**src/rtl/bcd_down_counter_pkg.sv**
```systemverilog
// bcd_down_counter_pkg: shared BCD constants and the digit clamp used when loading presets.
package bcd_down_counter_pkg;
   localparam int BCD_W = 4;
   localparam logic [BCD_W-1:0] BCD_NINE = 4'd9;
   // Nibbles 10..15 are not valid BCD; they load as 9 so the digit invariant holds.
   function automatic logic [BCD_W-1:0] bcd_clamp(input logic [BCD_W-1:0] d);
      return (d > BCD_NINE) ? BCD_NINE : d;
   endfunction
endpackage

```
**src/rtl/bcd_down_counter_if.sv**
```systemverilog
// bcd_down_counter_if: control/data bundle for the BCD down counter.
// in_load/in_d/in_en drive the counter; o_q/o_zero/o_tc/o_done report its state.
interface bcd_down_counter_if #(parameter int DIGITS = 2);
   logic                  in_load;
   logic [4*DIGITS-1:0]   in_d;
   logic                  in_en;
   logic [4*DIGITS-1:0]   o_q;
   logic                  o_zero;
   logic                  o_tc;
   logic                  o_done;
   modport master (output in_load, in_d, in_en, input o_q, o_zero, o_tc, o_done);
   modport slave  (input in_load, in_d, in_en, output o_q, o_zero, o_tc, o_done);
endinterface

```
**src/rtl/bcd_down_counter_digit_dn.sv**
```systemverilog
// bcd_digit_dn: single BCD digit down stage.
// Ports: in_clk/in_rst clock and sync reset; in_load/in_d preset; in_borrow decrement request;
// in_hold blocks any change (halt at zero); o_q digit value; o_borrow borrow to next digit.
module bcd_digit_dn
   import bcd_down_counter_pkg::*;
(
   input  logic             in_clk,
   input  logic             in_rst,
   input  logic             in_load,
   input  logic [BCD_W-1:0] in_d,
   input  logic             in_borrow,
   input  logic             in_hold,
   output logic [BCD_W-1:0] o_q,
   output logic             o_borrow
);
   always_ff @(posedge in_clk)
      if (in_rst) o_q <= '0;
      else if (in_load) o_q <= bcd_clamp(in_d);
      else if (in_borrow && !in_hold) o_q <= (o_q == '0) ? BCD_NINE : o_q - 4'd1;
   assign o_borrow = in_borrow && (o_q == '0);
endmodule

```
**src/rtl/bcd_down_counter.sv**
```systemverilog
// bcd_down_counter: cascadable multi-digit BCD down counter with zero flag, terminal count and done pulse.
// Ports: in_clk clock; in_rst sync active-high reset; bus (slave) carries load/preset/enable in,
// count, zero, terminal count and done pulse out.
module bcd_down_counter
   import bcd_down_counter_pkg::*;
#(
   parameter int DIGITS = 2,
   parameter bit WRAP   = 1'b1
)(
   input  logic              in_clk,
   input  logic              in_rst,
   bcd_down_counter_if.slave bus
);
   localparam logic [4*DIGITS-1:0] ONE = (4*DIGITS)'(1);
   logic [4*DIGITS-1:0] q;
   logic [DIGITS:0]     borrow;
   logic                zero;
   logic                hold;
   assign borrow[0] = bus.in_en;
   assign zero      = (q == '0);
   // Halting at zero: freeze every digit instead of letting the borrow wrap them to nine.
   assign hold      = !WRAP && zero;
   for (genvar i = 0; i < DIGITS; i++) begin : g_digit
      bcd_digit_dn u_digit (
         .in_clk    (in_clk),
         .in_rst    (in_rst),
         .in_load   (bus.in_load),
         .in_d      (bus.in_d[i*BCD_W +: BCD_W]),
         .in_borrow (borrow[i]),
         .in_hold   (hold),
         .o_q       (q[i*BCD_W +: BCD_W]),
         .o_borrow  (borrow[i+1])
      );
   end
   assign bus.o_q    = q;
   assign bus.o_zero = zero;
   // Borrow out of the top digit is exactly in_en with every digit at zero.
   assign bus.o_tc   = borrow[DIGITS];
   always_ff @(posedge in_clk)
      bus.o_done <= in_rst ? 1'b0 : (bus.in_en && !bus.in_load && q == ONE);
endmodule
```
**src/flat_wrapper.sv**
```systemverilog
// flat-port wrapper written by rule: the top's interface ports become plain ports
module bcd_down_counter_flat import bcd_down_counter_pkg::*;
#(
   parameter int DIGITS = 2,
   parameter bit WRAP   = 1'b1
)
  (in_clk, in_rst, bus_in_load, bus_in_d, bus_in_en, bus_o_q, bus_o_zero, bus_o_tc, bus_o_done);
  bcd_down_counter_if #(.DIGITS(DIGITS)) bus_i ();
  input  logic in_clk;
  input  logic in_rst;
  input wire logic [$bits(bus_i.in_load)-1:0] bus_in_load;
  input wire logic [$bits(bus_i.in_d)-1:0] bus_in_d;
  input wire logic [$bits(bus_i.in_en)-1:0] bus_in_en;
  output wire logic [$bits(bus_i.o_q)-1:0] bus_o_q;
  output wire logic [$bits(bus_i.o_zero)-1:0] bus_o_zero;
  output wire logic [$bits(bus_i.o_tc)-1:0] bus_o_tc;
  output wire logic [$bits(bus_i.o_done)-1:0] bus_o_done;
  assign bus_i.in_load = bus_in_load;
  assign bus_i.in_d = bus_in_d;
  assign bus_i.in_en = bus_in_en;
  assign bus_o_q = bus_i.o_q;
  assign bus_o_zero = bus_i.o_zero;
  assign bus_o_tc = bus_i.o_tc;
  assign bus_o_done = bus_i.o_done;
  bcd_down_counter #(.DIGITS(DIGITS), .WRAP(WRAP)) u_core (.in_clk(in_clk), .in_rst(in_rst), .bus(bus_i));
endmodule
```
**config.mk**
```make
export PLATFORM = sky130hd
export DESIGN_NAME = bcd_down_counter_flat
export DESIGN_NICKNAME = d
export VERILOG_FILES = /design/src/rtl/bcd_down_counter_pkg.sv /design/src/rtl/bcd_down_counter_if.sv /design/src/rtl/bcd_down_counter_digit_dn.sv /design/src/rtl/bcd_down_counter.sv /design/src/flat_wrapper.sv
export SDC_FILE = /design/constraint.sdc
export NUM_CORES = 1
export LEC_CHECK = 0
export ABC_AREA = 0
export BUFFER_PORTS_ARGS = -buffer_cell sky130_fd_sc_hd__buf_2
export CAP_MARGIN = 10
export CORE_ASPECT_RATIO = 0.75
export CORE_MARGIN = 2
export CORE_UTILIZATION = 30
export CTS_CLUSTER_DIAMETER = 100
export DETAILED_ROUTE_END_ITERATION = 8
export HOLD_SLACK_MARGIN = 0.02
export SLEW_MARGIN = 20
export SYNTH_ARGS = -nofsm -noshare
export SYNTH_HDL_FRONTEND = slang
export SYNTH_SLANG_ARGS = --single-unit
```
**constraint.sdc**
```tcl
create_clock -name in_clk -period 1.65 [get_ports in_clk]
set_clock_uncertainty 0.2 [all_clocks]
set_input_delay 0.33 -clock in_clk [delete_from_list [all_inputs] [get_ports in_clk]]
set_output_delay 0.33 -clock in_clk [all_outputs]
set_load 0.1 [all_outputs]
```
==> impl_metrics.env <==
export IMPL_status="finished with violations"
export IMPL_violations="setup timing"
export IMPL_rows=13
export IMPL_max_vdd_ir_drop_v=0.000501
export IMPL_finalWorstSetupSlack_ps=-712
export IMPL_cts_root_buf="clkbuf_4"
export IMPL_drc=0
export IMPL_drt_wl_total_um=1800
export IMPL_period_share=1.43
export IMPL_end_kind="primary output"
export IMPL_required_ps=1120
export IMPL_reg2reg_slack_ps=-350
export IMPL_syn_num_nets=81
export IMPL_area_growth_pct=93.4
export IMPL_die_area_um2=2210
export IMPL_drive_above_1_share=0.564
export IMPL_path_class="register to primary output"
export IMPL_maxCapViolCount=0
export IMPL_synth_avg_cell_area_um2=8.01
export IMPL_track_usage=0.191
export IMPL_cts_tree="yes"
export IMPL_whs_ps=100
export IMPL_synthFlopType="dfxtp_1"
export IMPL_postRouteAntennaNets=0
export IMPL_path_max_fanout=3
export IMPL_hold_depth=3
export IMPL_holdPathEnd="u_core.g_digit[0].u_digit.o_q[0]$_SDFFE_PP0P_"
export IMPL_grt_max_degree=19
export IMPL_fmax_mhz=423
export IMPL_grt_overflow=0
export IMPL_rsz0062_at_grt="true"
export IMPL_via_per_inst=5.14
export IMPL_ys_async_sr_fraction=0
export IMPL_hold_class="input port to register"
export IMPL_setup_viol=5
export IMPL_hold_viol=0
export IMPL_r2r_end="u_core.g_digit[1].u_digit.o_q[2]$_SDFFE_PP0P_"
export IMPL_slew_limit_headroom=0.677
export IMPL_power_w=0.000909
export IMPL_die_y_um=41.2
export IMPL_powerDensity_nw_per_um2=850
export IMPL_antenna_cells=0
export IMPL_dp_hpwl_um=1330
export IMPL_slew_viol_final=0
export IMPL_synth_edf_count=0
export IMPL_first_pass_iters=4
export IMPL_n_fill_cell=146
export IMPL_min_from="bus_in_d[0]"
export IMPL_cts_num_sinks=9
export IMPL_antenna_found_initial=0
export IMPL_ys_seq_area_frac=0.326
export IMPL_preCtsSetupSlack_ps=-475
export IMPL_final_min_clock_period_ps=2360
export IMPL_initial_utilization=0.318
export IMPL_startpoint_type="register"
export IMPL_cts_hold_buffers_added=0
export IMPL_gp_congestion=0.752
export IMPL_rr_startpoint="u_core.g_digit[1].u_digit.o_q[2]$_SDFFE_PP0P_"
export IMPL_die_w_um=53.6
export IMPL_ctsLongestPathBuffers=2
export IMPL_drtIter0Drc=31
export IMPL_fp_coreArea_um2=1740
export IMPL_netlist_area_um2=553
export IMPL_nets=123
export IMPL_rr_worst_depth=6
export IMPL_yosysUniqueCellTypes=32
export IMPL_portBuffers=22
export IMPL_pin_count=23
export IMPL_clk_pin_slew_worst_paths_ps=60
export IMPL_vias=679
export IMPL_grt_pass1_wl_um=2840
export IMPL_p_leak_nw=0.463
export IMPL_netlist_instances=69
export IMPL_worst_slew_pin_slew_ps=488
export IMPL_crit_arrival_ps=1830
export IMPL_ys_warn_count=0
export IMPL_htree_levels=1
export IMPL_grt_pass1_vias=575
export IMPL_insertion_delay_ps=270
export IMPL_numCtsBuffers=3
export IMPL_avgRoutedWirePerCell_um=13.6
export IMPL_synth_seq_cells=9
cell usage after synthesis (all sizes together) (2+ instances only):
library cell / number / share of area
o21ai: 4 / 0.036
dfxtp: 9 / 0.33
a311oi: 2 / 0.032
nor3: 3 / 0.027
a21oi: 3 / 0.027
o31a: 4 / 0.063
inv: 5 / 0.034
or3: 2 / 0.023
nand2: 3 / 0.020
nor2: 8 / 0.054
or3b: 2 / 0.032
clkbuf: 3 / 0.020
nor4: 2 / 0.023
a31oi: 2 / 0.023
stage by stage:
| step | setup TNS [ps] | cells | util | cell area, um2 |
|---|---|---|---|---|
| floorplan | -2100 | 69 | - | 611 |
| global placement | -999 | 125 | 0.568 | 988 |
| detailed placement | -1000 | 125 | 0.568 | 988 |
| CTS | -1740 | 130 | 0.595 | 1030 |
| global route | -2160 | 132 | 0.615 | 1070 |
| finish | -1950 | 132 | 0.615 | 1070 |
worst max path at each step:
stage	from	endpoint	slack, ps	cells after the start
after detailed placement	u_core.g_digit[1].u_digit.o_q[2]$_SDFFE_PP0P_	bus_o_zero	-480	4
after CTS	u_core.g_digit[1].u_digit.o_q[2]$_SDFFE_PP0P_	bus_o_zero	-770	4
final	u_core.g_digit[1].u_digit.o_q[2]$_SDFFE_PP0P_	bus_o_zero	-710	4
after global placement	u_core.g_digit[1].u_digit.o_q[2]$_SDFFE_PP0P_	bus_o_zero	-450	4
after floorplan	u_core.g_digit[1].u_digit.o_q[2]$_SDFFE_PP0P_	bus_o_zero	-1020	3
after global routing	u_core.g_digit[1].u_digit.o_q[2]$_SDFFE_PP0P_	bus_o_zero	-760	4
cell type report:
cell class | instances | area [um2] | share of cell area
repair buffers | 41 | 399 | 0.373
multi-input cells | 51 | 390 | 0.365
flip-flops and latches | 9 | 208 | 0.194
well taps | 22 | 27.5 | 0.0257
clock buffers | 4 | 26.3 | 0.0246
inverters | 5 | 18.8 | 0.0175
power by group:
| part | total, W | internal [W] | switching [W] |
|---|---|---|---|
| Sequential | 0.000247 | 0.000234 | 0.0000131 |
| Combinational | 0.000482 | 0.000202 | 0.000280 |
| Clock | 0.000180 | 0.0000937 | 0.0000863 |
| Total | 0.000909 | 0.000529 | 0.000380 |
sequential cells by signal (all words and copies together), names as in the netlist:
register	flops
u_core.g_digit.u_digit.o_q	8
u_core.bus.o_done	1
cell usage in the layout (no fill, tap or decap), types with 2 or more instances in the layout:
cell      instances
a21oi_1           3
a31oi_1           2
buf_12            9
buf_2            13
buf_4            16
buf_6             3
clkbuf_4          3
dfxtp_4           7
inv_1             5
nand2_1           3
nor2_1            7
nor3_1            2
nor4_1            2
o21ai_0           3
o31a_1            4
or3b_4            2
cell families after synthesis:
logic type	after synthesis	synth area share
AND/OR/NAND/NOR	28	0.310
buffers and inverters	9	0.0611
flip-flops	9	0.326
AO/OA/AOI/OAI	22	0.287
XOR/XNOR	1	0.0158
worst max-delay path, cell delays in order, from the launching register on:
cell     delay [ps]
dfxtp_4         340
or3_4           380
or4_4           470
nor3_4          170
buf_12          200
what timing repair did:
action | in CTS | in global routing
setup buffers | 1 | 2
endpoints found under the setup margin | 6 | 7
pin swaps | 3 | 4
resized for setup | 3 | 5
layer usage:
layer / vias up / share of wire / GRT usage
li1: 342 / - / -
met2: 26 / 0.42 / 0.244
met4: 0 / 0.0089 / 0.0577
met1: 309 / 0.50 / 0.287
met5: - / 0 / 0
met3: 2 / 0.072 / 0.0657
No activity file was read; power rests on OpenSTA's default activity.
